$ cat src/rtl/cam_update_ctrl_if.sv
// -----------------------------------------------------------------------------
// cam_update_ctrl_if
// Bundles the signals between cam_update_ctrl and the logic around it:
//   - the update request handshake (upd_valid/upd_ready/upd_op/upd_entry/upd_key)
//   - the completion report (upd_done/upd_err)
//   - the LUTRAM write sweep bus (wr_en/wr_addr/wr_data) and search_stall
// Modports:
//   master : requester side; drives the request, observes everything else
//   slave  : the controller itself
// Optional macro CAM_UPD_TERNARY_EN adds upd_mask (1 = don't-care key bit).
// ENTRY_W defaults to $clog2(ENTRIES); it may be widened so that out-of-range
// entry indices are representable on the request side.
// -----------------------------------------------------------------------------
interface cam_update_ctrl_if #(
    parameter int ENTRIES = 32,
    parameter int SLICES  = 4,
    parameter int SLICE_W = 6,
    parameter int ENTRY_W = $clog2(ENTRIES)
);
    logic                       upd_valid;
    logic                       upd_ready;
    logic                       upd_op;
    logic [ENTRY_W-1:0]         upd_entry;
    logic [SLICES*SLICE_W-1:0]  upd_key;
`ifdef CAM_UPD_TERNARY_EN
    logic [SLICES*SLICE_W-1:0]  upd_mask;
`endif
    logic [ENTRIES-1:0]         wr_en;
    logic [SLICE_W-1:0]         wr_addr;
    logic [SLICES-1:0]          wr_data;
    logic                       search_stall;
    logic                       upd_done;
    logic                       upd_err;

    modport master (
`ifdef CAM_UPD_TERNARY_EN
        output upd_mask,
`endif
        output upd_valid, upd_op, upd_entry, upd_key,
        input  upd_ready, wr_en, wr_addr, wr_data, search_stall, upd_done, upd_err
    );

    modport slave (
`ifdef CAM_UPD_TERNARY_EN
        input  upd_mask,
`endif
        input  upd_valid, upd_op, upd_entry, upd_key,
        output upd_ready, wr_en, wr_addr, wr_data, search_stall, upd_done, upd_err
    );
endinterface

$ cat src/rtl/cam_update_ctrl.sv
// -----------------------------------------------------------------------------
// cam_update_ctrl
// Write-side controller for an array of LUTRAM CAM match blocks. Each accepted
// write/delete becomes a SLICE_DEPTH-cycle sweep of the shared LUTRAM write
// address; during the sweep each LUTRAM of the target block gets a 1 only at
// the address equal to its key slice (all zeros for a delete). The search path
// is stalled while any write enable may be high.
// Ports:
//   clk    : clock
//   rst_n  : asynchronous active-low reset
//   bus    : cam_update_ctrl_if.slave
//            request  : upd_valid, upd_ready, upd_op (1=write, 0=delete),
//                       upd_entry, upd_key (slice s = upd_key[s*SLICE_W +: SLICE_W])
//            report   : upd_done (1-cycle pulse), upd_err (entry out of range)
//            LUTRAM   : wr_en (one-hot per block), wr_addr, wr_data (bit per slice),
//                       search_stall
// Optional macro CAM_UPD_TERNARY_EN: latch upd_mask with the key; masked key
// bits are don't-care, so a slice writes 1 at every address matching the
// unmasked bits (a fully masked slice writes all ones).
// A reset in mid-sweep leaves that entry partially written; software must
// rewrite it.
// -----------------------------------------------------------------------------
module cam_update_ctrl #(
    parameter int ENTRIES = 32,
    parameter int SLICES  = 4,
    parameter int SLICE_W = 6,
    parameter int ENTRY_W = $clog2(ENTRIES)
) (
    input  logic              clk,
    input  logic              rst_n,
    cam_update_ctrl_if.slave  bus
);

    localparam int KEY_W = SLICES * SLICE_W;

    typedef enum logic [1:0] {
        IDLE,
        SWEEP,
        DONE
    } state_t;

    state_t               state_q;
    logic                 op_q;
    logic [ENTRY_W-1:0]   entry_q;
    logic [KEY_W-1:0]     key_q;
    logic [KEY_W-1:0]     mask_q;
    logic [SLICE_W-1:0]   cnt_q;
    logic [ENTRIES-1:0]   wrEn_q;
    logic [SLICES-1:0]    wrData_q;
    logic                 stall_q;
    logic                 ready_q;
    logic                 done_q;
    logic                 err_q;

    logic                 accept;
    logic                 entryBad;
    logic                 opSel;
    logic [ENTRY_W-1:0]   entrySel;
    logic [KEY_W-1:0]     keySel;
    logic [KEY_W-1:0]     maskSel;
    logic [KEY_W-1:0]     reqMask;
    logic [SLICE_W-1:0]   cnt_d;
    logic [ENTRIES-1:0]   wrEn_d;
    logic [SLICES-1:0]    wrData_d;
    logic [SLICE_W-1:0]   keySlice;
    logic [SLICE_W-1:0]   maskSlice;

`ifdef CAM_UPD_TERNARY_EN
    assign reqMask = bus.upd_mask;
`else
    assign reqMask = '0;
`endif

    // Next-beat values. In IDLE the first beat is built straight from the
    // request inputs so that wr_en rises on the cycle after acceptance; in
    // SWEEP the latched copy is used, which makes input changes while busy
    // harmless. cnt wraps to 0 after the last address by plain overflow.
    always_comb begin
        accept    = 1'b0;
        entryBad  = 1'b0;
        opSel     = op_q;
        entrySel  = entry_q;
        keySel    = key_q;
        maskSel   = mask_q;
        cnt_d     = '0;
        wrEn_d    = '0;
        wrData_d  = '0;
        keySlice  = '0;
        maskSlice = '0;

        accept   = (state_q == IDLE) && ready_q && bus.upd_valid;
        entryBad = ({1'b0, bus.upd_entry} >= (ENTRY_W+1)'(ENTRIES));

        if (state_q == IDLE) begin
            opSel    = bus.upd_op;
            entrySel = bus.upd_entry;
            keySel   = bus.upd_key;
            maskSel  = reqMask;
            cnt_d    = '0;
        end else begin
            cnt_d    = cnt_q + SLICE_W'(1);
        end

        wrEn_d = {{(ENTRIES-1){1'b0}}, 1'b1} << entrySel;

        for (int s = 0; s < SLICES; s++) begin
            keySlice    = keySel[s*SLICE_W +: SLICE_W];
            maskSlice   = maskSel[s*SLICE_W +: SLICE_W];
            wrData_d[s] = opSel & ((cnt_d & ~maskSlice) == (keySlice & ~maskSlice));
        end
    end

    // Controller FSM with registered outputs: IDLE -> SWEEP -> DONE -> IDLE.
    // An out-of-range entry skips SWEEP entirely so no write enable is raised.
    always_ff @(posedge clk or negedge rst_n) begin
        if (!rst_n) begin
            state_q  <= IDLE;
            op_q     <= 1'b0;
            entry_q  <= '0;
            key_q    <= '0;
            mask_q   <= '0;
            cnt_q    <= '0;
            wrEn_q   <= '0;
            wrData_q <= '0;
            stall_q  <= 1'b0;
            ready_q  <= 1'b1;
            done_q   <= 1'b0;
            err_q    <= 1'b0;
        end else begin
            case (state_q)
                IDLE: begin
                    if (accept) begin
                        op_q    <= bus.upd_op;
                        entry_q <= bus.upd_entry;
                        key_q   <= bus.upd_key;
                        mask_q  <= reqMask;
                        ready_q <= 1'b0;
                        if (entryBad) begin
                            state_q <= DONE;
                            done_q  <= 1'b1;
                            err_q   <= 1'b1;
                        end else begin
                            state_q  <= SWEEP;
                            cnt_q    <= cnt_d;
                            wrEn_q   <= wrEn_d;
                            wrData_q <= wrData_d;
                            stall_q  <= 1'b1;
                        end
                    end
                end
                SWEEP: begin
                    cnt_q <= cnt_d;
                    if (cnt_q == '1) begin
                        state_q  <= DONE;
                        wrEn_q   <= '0;
                        wrData_q <= '0;
                        stall_q  <= 1'b0;
                        done_q   <= 1'b1;
                        err_q    <= 1'b0;
                    end else begin
                        wrData_q <= wrData_d;
                    end
                end
                DONE: begin
                    state_q <= IDLE;
                    done_q  <= 1'b0;
                    err_q   <= 1'b0;
                    ready_q <= 1'b1;
                end
                default: begin
                    state_q  <= IDLE;
                    cnt_q    <= '0;
                    wrEn_q   <= '0;
                    wrData_q <= '0;
                    stall_q  <= 1'b0;
                    done_q   <= 1'b0;
                    err_q    <= 1'b0;
                    ready_q  <= 1'b1;
                end
            endcase
        end
    end

    assign bus.upd_ready    = ready_q;
    assign bus.wr_en        = wrEn_q;
    assign bus.wr_addr      = cnt_q;
    assign bus.wr_data      = wrData_q;
    assign bus.search_stall = stall_q;
    assign bus.upd_done     = done_q;
    assign bus.upd_err      = err_q;

endmodule

$ cat src/flat_wrapper.sv
// flat-port wrapper written by rule: the top's interface ports become plain ports
module cam_update_ctrl_flat 
#(
    parameter int ENTRIES = 32,
    parameter int SLICES  = 4,
    parameter int SLICE_W = 6,
    parameter int ENTRY_W = $clog2(ENTRIES)
)
  (clk, rst_n, bus_upd_valid, bus_upd_op, bus_upd_entry, bus_upd_key, bus_upd_ready, bus_wr_en, bus_wr_addr, bus_wr_data, bus_search_stall, bus_upd_done, bus_upd_err);
  cam_update_ctrl_if #(.ENTRIES(ENTRIES), .SLICES(SLICES), .SLICE_W(SLICE_W), .ENTRY_W(ENTRY_W)) bus_i ();
  input  logic clk;
  input  logic rst_n;
  input wire logic [$bits(bus_i.upd_valid)-1:0] bus_upd_valid;
  input wire logic [$bits(bus_i.upd_op)-1:0] bus_upd_op;
  input wire logic [$bits(bus_i.upd_entry)-1:0] bus_upd_entry;
  input wire logic [$bits(bus_i.upd_key)-1:0] bus_upd_key;
  output wire logic [$bits(bus_i.upd_ready)-1:0] bus_upd_ready;
  output wire logic [$bits(bus_i.wr_en)-1:0] bus_wr_en;
  output wire logic [$bits(bus_i.wr_addr)-1:0] bus_wr_addr;
  output wire logic [$bits(bus_i.wr_data)-1:0] bus_wr_data;
  output wire logic [$bits(bus_i.search_stall)-1:0] bus_search_stall;
  output wire logic [$bits(bus_i.upd_done)-1:0] bus_upd_done;
  output wire logic [$bits(bus_i.upd_err)-1:0] bus_upd_err;
  assign bus_i.upd_valid = bus_upd_valid;
  assign bus_i.upd_op = bus_upd_op;
  assign bus_i.upd_entry = bus_upd_entry;
  assign bus_i.upd_key = bus_upd_key;
  assign bus_upd_ready = bus_i.upd_ready;
  assign bus_wr_en = bus_i.wr_en;
  assign bus_wr_addr = bus_i.wr_addr;
  assign bus_wr_data = bus_i.wr_data;
  assign bus_search_stall = bus_i.search_stall;
  assign bus_upd_done = bus_i.upd_done;
  assign bus_upd_err = bus_i.upd_err;
  cam_update_ctrl #(.ENTRIES(ENTRIES), .SLICES(SLICES), .SLICE_W(SLICE_W), .ENTRY_W(ENTRY_W)) u_core (.clk(clk), .rst_n(rst_n), .bus(bus_i));
endmodule
$ cat config.mk
export PLATFORM = sky130hd
export DESIGN_NAME = cam_update_ctrl_flat
export DESIGN_NICKNAME = d
export VERILOG_FILES = /design/src/rtl/cam_update_ctrl_if.sv /design/src/rtl/cam_update_ctrl.sv /design/src/flat_wrapper.sv
export SDC_FILE = /design/constraint.sdc
export NUM_CORES = 1
export LEC_CHECK = 0
export ABC_AREA = 1
export BUFFER_PORTS_ARGS = -buffer_cell sky130_fd_sc_hd__buf_4
export CAP_MARGIN = 20
export CORE_ASPECT_RATIO = 2
export CORE_UTILIZATION = 35
export CTS_CLUSTER_DIAMETER = 50
export DETAILED_ROUTE_END_ITERATION = 10
export SYNTH_ARGS = -nofsm -noshare
export SYNTH_HDL_FRONTEND = slang
export SYNTH_SLANG_ARGS = --single-unit
$ cat constraint.sdc
create_clock -name clk -period 1.6 [get_ports clk]
set_input_delay 0 -clock clk [delete_from_list [all_inputs] [get_ports clk]]
set_output_delay 0 -clock clk [all_outputs]
set_load 0.01 [all_outputs]
==> results by group, run 1 <==
Run status
  • Status: complete, but fails checks
  • Failing checks: negative setup slack

CTS
  • Clk root buf: clkbuf_16
  • CTS Buf Count: 9
  • # H-tree levels: 3
  • Total clock sinks: 77
  • Worst-skew pair later-pin latency: 0.34 ns
  • Reg clk slew, reported paths: 0.06 ns
  • Bufs on Longest Clock Path: 2
  • CTS tree: done

Detailed routing
  • First-pass DRT Iterations: 4
  • DR vias: roughly 4100
  • Via/cell ratio: just under 5
  • Avg WL per Cell: about 15 um
  • DRC: 0
  • Remaining antenna violation count: 0
  • Routed WL: around 13000 um
  • 1st-iter DRT viols: 190

Setup path
  • CP required: between 1.5 and 2 ns
  • Critical path startpoint category: flip-flop
  • R2R cell count: 10
  • R2R setup slack: -0.06 ns
  • RR Startpoint: u_core.state_q[1]$_DFFE_PN0P_
  • Worst Setup End Kind: flip-flop
  • CP max stage delay: roughly 0.45 ns
  • Critical Path AT: just under 2 ns
  • Setup CP Type: reg2reg
  • Reg-to-Reg End: u_core.bus.wr_data[1]$_DFFE_PN0P_
  • Crit-path cells: nor2_4 -> buf_12 -> buf_12 -> nor2_2 -> buf_4 -> nand2_2 -> nand4_1 -> nor3_2 -> nand2_1 -> nand2_1
  • Crit Path Max Fanout: 5
  • Slowest CP cell: dfrtp_2

Logic synthesis
  • Post-synth ARST share: 1.00
  • Synth top area cells: dfrtp_1 (46%), nand2_1 (18%), inv_1 (7.8%)
  • Number of synthesis warnings: 0
  • Area share of the largest cell type after synthesis: 0.461
  • EDFF count, synth: 0
  • Leading area contributor after synthesis: dfrtp_1
  • Seq/Total Area, Yosys: 0.467
  • Syn_nets: around 580
  • Synth Register Bits: 77
  • Mean Syn Cell Area: ~7.5 um2
  • Main synth FF type: dfrtp_1
  • Synthesized instance count: ~550
  • Cell Area, Synth: 4130 um2
  • Cell variety after synth: 37

Global route
  • Initial antenna violation count: 0
  • First-pass GRT wire length: between 15000 and 20000 um
  • Total grt overflow: 0
  • Pin count of the biggest net entering global routing: 37
  • Global Route Usage Sum: 0.211
  • Vias in the first global route: 4013

Timing
  • RSZ-0062 raised after global routing: true
  • Slew Limit Fails: 0
  • Final period util: 1.04
  • Fmax: about 600 MHz
  • Final Setup Violations: 18
  • Worst hold slack: roughly 0.084 ns
  • Min Tclk post-route: 1.66 ns
  • Final worst slack: -0.0624 ns
  • Endpoints failing hold: 0
  • Clock Skews: roughly 0.0076 ns

Finish
  • Post-route non-filler standard cell count: approximately 850
  • Antenna Cells: 0
  • Synth-to-layout area growth: 51.4%
  • Nets: 733
  • Layout cells sized above 1: 0.329
  • Finished layout cell area: 6250 um2

Power
  • Sw Share: 0.380
  • Internal: 0.00520 W
  • Clock network fraction of design power: 0.256
  • Net Sw Power: ~0.0032 W
  • Leakage: between 3 and 4 nW
  • Sequential Power Share: 0.290
  • Gate power share: 0.454
  • PD cells: between 1000 and 1500 nW/um2
  • Worst vdd ir: around 0.7 mV

Die
  • Ports: 79
  • Die height: roughly 160 um
  • Site Rows: 55
  • Starting Density: 0.361
  • Die Footprint: roughly 12000 um2
  • Die width: roughly 79 um
  • Core region area: 11400 um2

Placement
  • Number of instances in the placed design: between 700 and 800
  • PortBufs: 77
  • Placed cell area: a little over 5000 um2
  • GP Congestion: between 0.8 and 0.9
  • DP HPWL: around 9100 um

Hold path
  • Hold path depth: 3
  • Min-delay src: bus_upd_entry[4]
  • Worst Hold Class: in2reg
  • Hold endpoint: u_core.entry_q[4]$_DFFE_PN0P_

Flow run
  • Max_cap viols: 0
==> worst max-delay path, delay by kind of cell (launching register included) <==
family	cells	cell delay (ns)
buf+inv	3	0.38
flops	1	0.45
simple gates	7	0.78
==> cells in the mapped netlist (2+ instances only) <==
cell      instances
buf_4             6
o21ai_2           2
nand3_1          19
nor2_1           36
inv_2             9
nand2_1         194
dfrtp_1          76
o21ai_1           9
nor3_2            2
buf_2             7
clkbuf_1          3
a21oi_2           2
nand3_2           3
nand3_4           2
o22ai_1          34
o21ai_0          31
nand4_1           5
o22ai_2           2
or2_1             2
inv_1            86
nand2_2           3
==> layout by cell type (no fill, tap or decap), types with 3 or more instances in the layout <==
cell type	instances
buf_4	108
nor2_1	22
nor2_4	6
o21ai_1	5
nand2_1	177
nand3_4	3
inv_1	83
nand3_2	7
nand2_4	3
dlygate4sd3_1	31
o22ai_1	24
nor2_2	9
nand3_1	14
inv_2	12
clkbuf_16	12
buf_12	12
o21ai_2	5
o21ai_0	31
dfrtp_1	74
o22ai_2	11
buf_6	3
nand2_2	17
nand4_1	5
==> state kept, by name, summed over array words and instances (netlist names) <==
register and cells:
u_core.bus.wr_en 32, u_core.key_q 24, u_core.bus.wr_addr 6, u_core.entry_q 5, u_core.bus.wr_data 4, u_core.state_q 2
u_core.bus.search_stall 1, u_core.bus.upd_done 1, u_core.bus.upd_ready 1, u_core.op_q 1
==> power groups by stage <==
| stage | Combinational (W) | Clock (W) | Sequential [W] |
|---|---|---|---|
| global route | 0.00416 | 0.00228 | 0.00246 |
| CTS | 0.00328 | 0.00218 | 0.00239 |
| floorplan | 0.00179 | 0 | 0.00244 |
| detailed placement | 0.00303 | 0 | 0.00242 |
| finish | 0.00381 | 0.00214 | 0.00243 |
| global placement | 0.00299 | 0 | 0.00241 |
==> per-stage QoR <==
| stage | setup WS (ns) | util | total power [W] | setup TNS, ns |
|---|---|---|---|---|
| 3_5_place_dp | -0.260 | 0.448 | 0.00545 | -1.38 |
| 6_report | -0.0624 | 0.547 | 0.00839 | -0.311 |
| 3_3_place_gp | -0.189 | 0.448 | 0.00540 | -0.619 |
| 5_1_grt | -0.127 | 0.547 | 0.00890 | -2.34 |
| 4_1_cts | -0.0619 | 0.510 | 0.00785 | -0.256 |
| 2_1_floorplan | 0.0278 | - | 0.00423 | 0 |
==> worst max path at each step <==
stage	startpoint	cells after the start	end
after floorplan	u_core.bus.wr_addr[0]$_DFFE_PN0P_	7	u_core.bus.wr_en[21]$_DFFE_PN0P_
after global placement	u_core.state_q[1]$_DFFE_PN0P_	11	u_core.bus.wr_data[0]$_DFFE_PN0P_
after detailed placement	u_core.state_q[1]$_DFFE_PN0P_	11	u_core.bus.wr_data[0]$_DFFE_PN0P_
after CTS	u_core.bus.wr_addr[1]$_DFFE_PN0P_	10	u_core.bus.wr_data[1]$_DFFE_PN0P_
after global routing	u_core.state_q[1]$_DFFE_PN0P_	10	u_core.bus.wr_data[1]$_DFFE_PN0P_
final	u_core.state_q[1]$_DFFE_PN0P_	10	u_core.bus.wr_data[1]$_DFFE_PN0P_
==> kinds of logic after synthesis <==
logic type | synth area share
fa+ha+maj | 0.00303
flops | 0.467
compound gates | 0.130
simple gates | 0.276
buf+inv | 0.123
other cells | 0.000909
==> routing by layer <==
layer | share of wire | track usage | vias to the layer above
met5 | 0 | 0 | -
met3 | 0.037 | 0.0404 | 43
met1 | 0.33 | 0.200 | 1917
met4 | 0.058 | 0.135 | 0
li1 | - | - | 2021
met2 | 0.58 | 0.400 | 125
==> layout make-up <==
cell class	count	area, um2
Clock buffer	11	233
Clock inverter	4	73.8
Fill cell	1082	5180
Inverter	97	369
Multi-Input combinational cell	355	1960
Sequential cell	77	1930
Tap cell	142	178
Timing Repair Buffer	159	1500
==> repair_timing <==
| item | 4_1_cts | 5_1_grt |
|---|---|---|
| cloned | 0 | 4 |
| resized for setup | 18 | 63 |
| endpoints found under the setup margin | 22 | 46 |
| hold buffers | 31 | 0 |
| pin swaps | 10 | 18 |
| setup buffers | 4 | 6 |
| endpoints found under the hold margin | 64 | 0 |
No activity file was read; power rests on OpenSTA's default activity.
==> inputs of run 2 (changes only) <==
--- a/config.mk
+++ b/config.mk
@@ -7,8 +7,9 @@
 export LEC_CHECK = 0
 export ABC_AREA = 1
 export BUFFER_PORTS_ARGS = -buffer_cell sky130_fd_sc_hd__buf_4
-export CAP_MARGIN = 20
+export CAP_MARGIN = 10
 export CORE_ASPECT_RATIO = 2
+export CORE_MARGIN = 2
 export CORE_UTILIZATION = 35
 export CTS_CLUSTER_DIAMETER = 50
 export DETAILED_ROUTE_END_ITERATION = 10
==> run 2 against run 1 <==
The run still ends with negative setup slack left. Total power is 2.1% higher. Core utilization is 0.27 points lower. Sequential share of layout area is 0.36 points lower. Via count is 1.8% higher. Clock skew is 0.00063 ns higher. Count of clock-buffer cells in the layout is 2 lower. Combinational power is 5.8% higher. Cell count is 2.8% higher. Register-to-register slack hardly changed. First-iteration DRC count is 23% lower. Sequential power hardly changed.
==> results by group, run 2 (same netlist as run 1, synthesis figures left out) <==
Timing
  • Final worst slack: -0.0606 ns (was -0.0624 ns)
  • Tightest Pin Transition: between 0.5 and 0.6 ns
  • Slew Limit Fails: 0 (unchanged)
  • RSZ-0062 raised after global routing: true (unchanged)
  • Fmax: 602 MHz (about the same)
  • Worst slew margin: 0.633
  • Min Tclk post-route: 1.66 ns (about the same)
  • Final period util: 1.04 (about the same)
  • Endpoints failing hold: 0 (unchanged)
  • Worst hold slack: 0.0884 ns (was 0.0838 ns)
  • Clock Skews: 0.00826 ns (was 0.00762 ns)
  • Final Setup Violations: 28 (was 18)

Finish
  • Multi-input logic area: 1910 um2 (was 1960 um2)
  • Antenna Cells: 0 (unchanged)
  • Synth-to-layout area growth: 53.4% (was 51.4%)
  • Max reg flops: 32 (unchanged)
  • Layout cells sized above 1: 0.331 (was 0.329)
  • Filler cells: 1118 (was 1082)
  • Most common cell after layout, fill and taps aside: nand2_1 (unchanged)
  • Most frequent cells in the layout: nand2_1 (182), buf_4 (125), inv_1 (84) (was nand2_1 (177), buf_4 (108), inv_1 (83))
  • Nets: 753 (was 733)
  • Register area: 1930 um2 (about the same)
  • Post-route non-filler standard cell count: 869 (was 845)

Detailed routing
  • Via/cell ratio: 4.81 (was 4.86)
  • 1st-iter DRT viols: 147 (was 190)
  • Remaining antenna violation count: 0 (unchanged)
  • Routed WL: 13300 um (was 12700 um)
  • DR vias: 4180 (was 4106)
  • Avg WL per Cell: 15.3 um (was 15.1 um)
  • DRC: 0 (unchanged)
  • First-pass DRT Iterations: 4 (unchanged)

Global route
  • Global Route Usage Sum: 0.212 (was 0.211)
  • Pin count of the biggest net entering global routing: 50 (was 37)
  • First-pass GRT wire length: 20000 um (was 19400 um)
  • Vias in the first global route: 4093 (was 4013)
  • Initial antenna violation count: 0 (unchanged)
  • Total grt overflow: 0 (unchanged)

Run status
  • Failing checks: negative setup slack (unchanged)
  • Status: complete, but fails checks (unchanged)

CTS
  • Bufs on Longest Clock Path: 2 (unchanged)
  • # H-tree levels: 3 (unchanged)
  • Worst-skew pair later-pin latency: 0.34 ns (about the same)
  • Total clock sinks: 77 (unchanged)
  • CTS tree: done (unchanged)
  • CTS Buf Count: 9 (unchanged)
  • Reg clk slew, reported paths: 0.06 ns (about the same)
  • Clk root buf: clkbuf_16 (unchanged)

Setup path
  • R2R cell count: 9 (was 10)
  • Slowest CP cell: dfrtp_2 (unchanged)
  • Critical Path AT: 1.94 ns (about the same)
  • Setup CP Type: reg2reg (unchanged)
  • Worst Setup End Kind: flip-flop (unchanged)
  • Reg-to-Reg End: u_core.bus.wr_data[1]$_DFFE_PN0P_ (unchanged)
  • RR Startpoint: u_core.state_q[1]$_DFFE_PN0P_ (unchanged)
  • Crit Path Max Fanout: 10 (was 5)
  • Critical path startpoint category: flip-flop (unchanged)
  • Crit-path most repeated cell: nand2_1
  • CP required: 1.88 ns (about the same)
  • R2R setup slack: -0.06 ns (about the same)
  • CP max stage delay: 0.44 ns (was 0.45 ns)
  • Crit-path cells: nor2_4 -> buf_4 -> clkbuf_16 -> nor2_1 -> nand2_1 -> nand2_1 -> nor3_2 -> nand2_1 -> nand2_1 (was nor2_4 -> buf_12 -> buf_12 -> nor2_2 -> buf_4 -> nand2_2 -> nand4_1 -> nor3_2 -> nand2_1 -> nand2_1)

Die
  • Die Footprint: 12700 um2 (was 12300 um2)
  • Die height: 158 um (was 156 um)
  • Starting Density: 0.355 (was 0.361)
  • Core region area: 11600 um2 (was 11400 um2)
  • Site Rows: 56 (was 55)
  • Ports: 79 (unchanged)
  • Die width: 80.8 um (was 78.8 um)

Flow run
  • Max_cap viols: 0 (unchanged)

Placement
  • PortBufs: 77 (unchanged)
  • DP HPWL: 9560 um (was 9090 um)
  • GP Congestion: 0.905 (was 0.889)
  • Number of instances in the placed design: 803 (was 785)

Power
  • Worst vdd ir: 0.736 mV (was 0.700 mV)
  • PD cells: 1350 nW/um2 (was 1340 nW/um2)
  • Leakage: 3.16 nW (was 3.11 nW)

Hold path
  • Hold endpoint: u_core.entry_q[4]$_DFFE_PN0P_ (unchanged)
  • Worst Hold Class: in2reg (unchanged)
  • Min-delay src: bus_upd_entry[4] (unchanged)
  • Hold path depth: 3 (unchanged)
run 2: changes by cell type in the layout (fill, tap and decap cells not counted), sizes merged:
cell,before,now
inv,97,96
buf,125,143
bufinv,2,1
clkinv,2,3
clkinvlp,0,7
clkbuf,14,11
run 2: repair_timing:
item | 4_1_cts | 5_1_grt
cloned | 2 | 5
pin swaps | 0 | 3
gates resized for setup | 30 | 45
buffers inserted | 5 | 7
hold endpoints to repair | 71 | 0
hold buffers | 31 | 0
endpoints found under the setup margin | 44 | 49
run 2: final cells by class:
type | count | share of cell area
clock buffer | 9 | 0.0356
inverter | 97 | 0.0591
clock inverter | 7 | 0.0119
sequential | 77 | 0.305
tap | 145 | 0.0287
multi-input combinational | 355 | 0.302
timing repair buffer | 176 | 0.254
timing repair inverter | 3 | 0.00316
run 2: routing by layer:
layer / global-route usage / wire length [um]
met5: 0 / 0
met4: 0.134 / 801
met3: 0.0304 / 472
met2: 0.408 / 7540
met1: 0.201 / 4460
run 2: worst max path at each step:
| stage | from | endpoint | slack, ns |
|---|---|---|---|
| after detailed placement | u_core.bus.wr_addr[0]$_DFFE_PN0P_ | u_core.bus.wr_data[3]$_DFFE_PN0P_ | -0.19 |
| after CTS | u_core.state_q[0]$_DFFE_PN0P_ | u_core.bus.wr_data[0]$_DFFE_PN0P_ | -0.07 |
| final | u_core.state_q[1]$_DFFE_PN0P_ | u_core.bus.wr_data[1]$_DFFE_PN0P_ | -0.06 |
| after global placement | u_core.state_q[0]$_DFFE_PN0P_ | u_core.bus.wr_data[0]$_DFFE_PN0P_ | -0.18 |
| after floorplan | u_core.bus.wr_addr[0]$_DFFE_PN0P_ | u_core.bus.wr_en[21]$_DFFE_PN0P_ | 0.03 |
| after global routing | u_core.state_q[1]$_DFFE_PN0P_ | u_core.bus.wr_en[11]$_DFFE_PN0P_ | -0.14 |
run 2: power breakdown:
group / switching [W] / leakage [nW] / internal [W] / total [W]
registers: 0.000228 / 1.00 / 0.00221 / 0.00244
logic: 0.00221 / 2.02 / 0.00182 / 0.00403
clock network: 0.000874 / 0.138 / 0.00121 / 0.00209
total: 0.00331 / 3.16 / 0.00525 / 0.00856
run 2: worst max-delay path, delay by kind of cell, from the launching register on:
family	cells	cell delay (ns)
simple gates	7	0.84
buf+inv	2	0.32
flops	1	0.44
run 2: stage by stage:
stage | util | worst slack (ns) | TNS [ns] | area, um2 | power, W
4_1_cts | 0.515 | -0.0736 | -0.462 | 5990 | 0.00817
2_1_floorplan | - | 0.0278 | 0 | 4130 | 0.00423
5_1_grt | 0.544 | -0.136 | -3.21 | 6330 | 0.00910
3_5_place_dp | 0.447 | -0.190 | -1.87 | 5200 | 0.00569
6_report | 0.544 | -0.0606 | -0.528 | 6330 | 0.00856
3_3_place_gp | 0.447 | -0.176 | -1.21 | 5200 | 0.00567
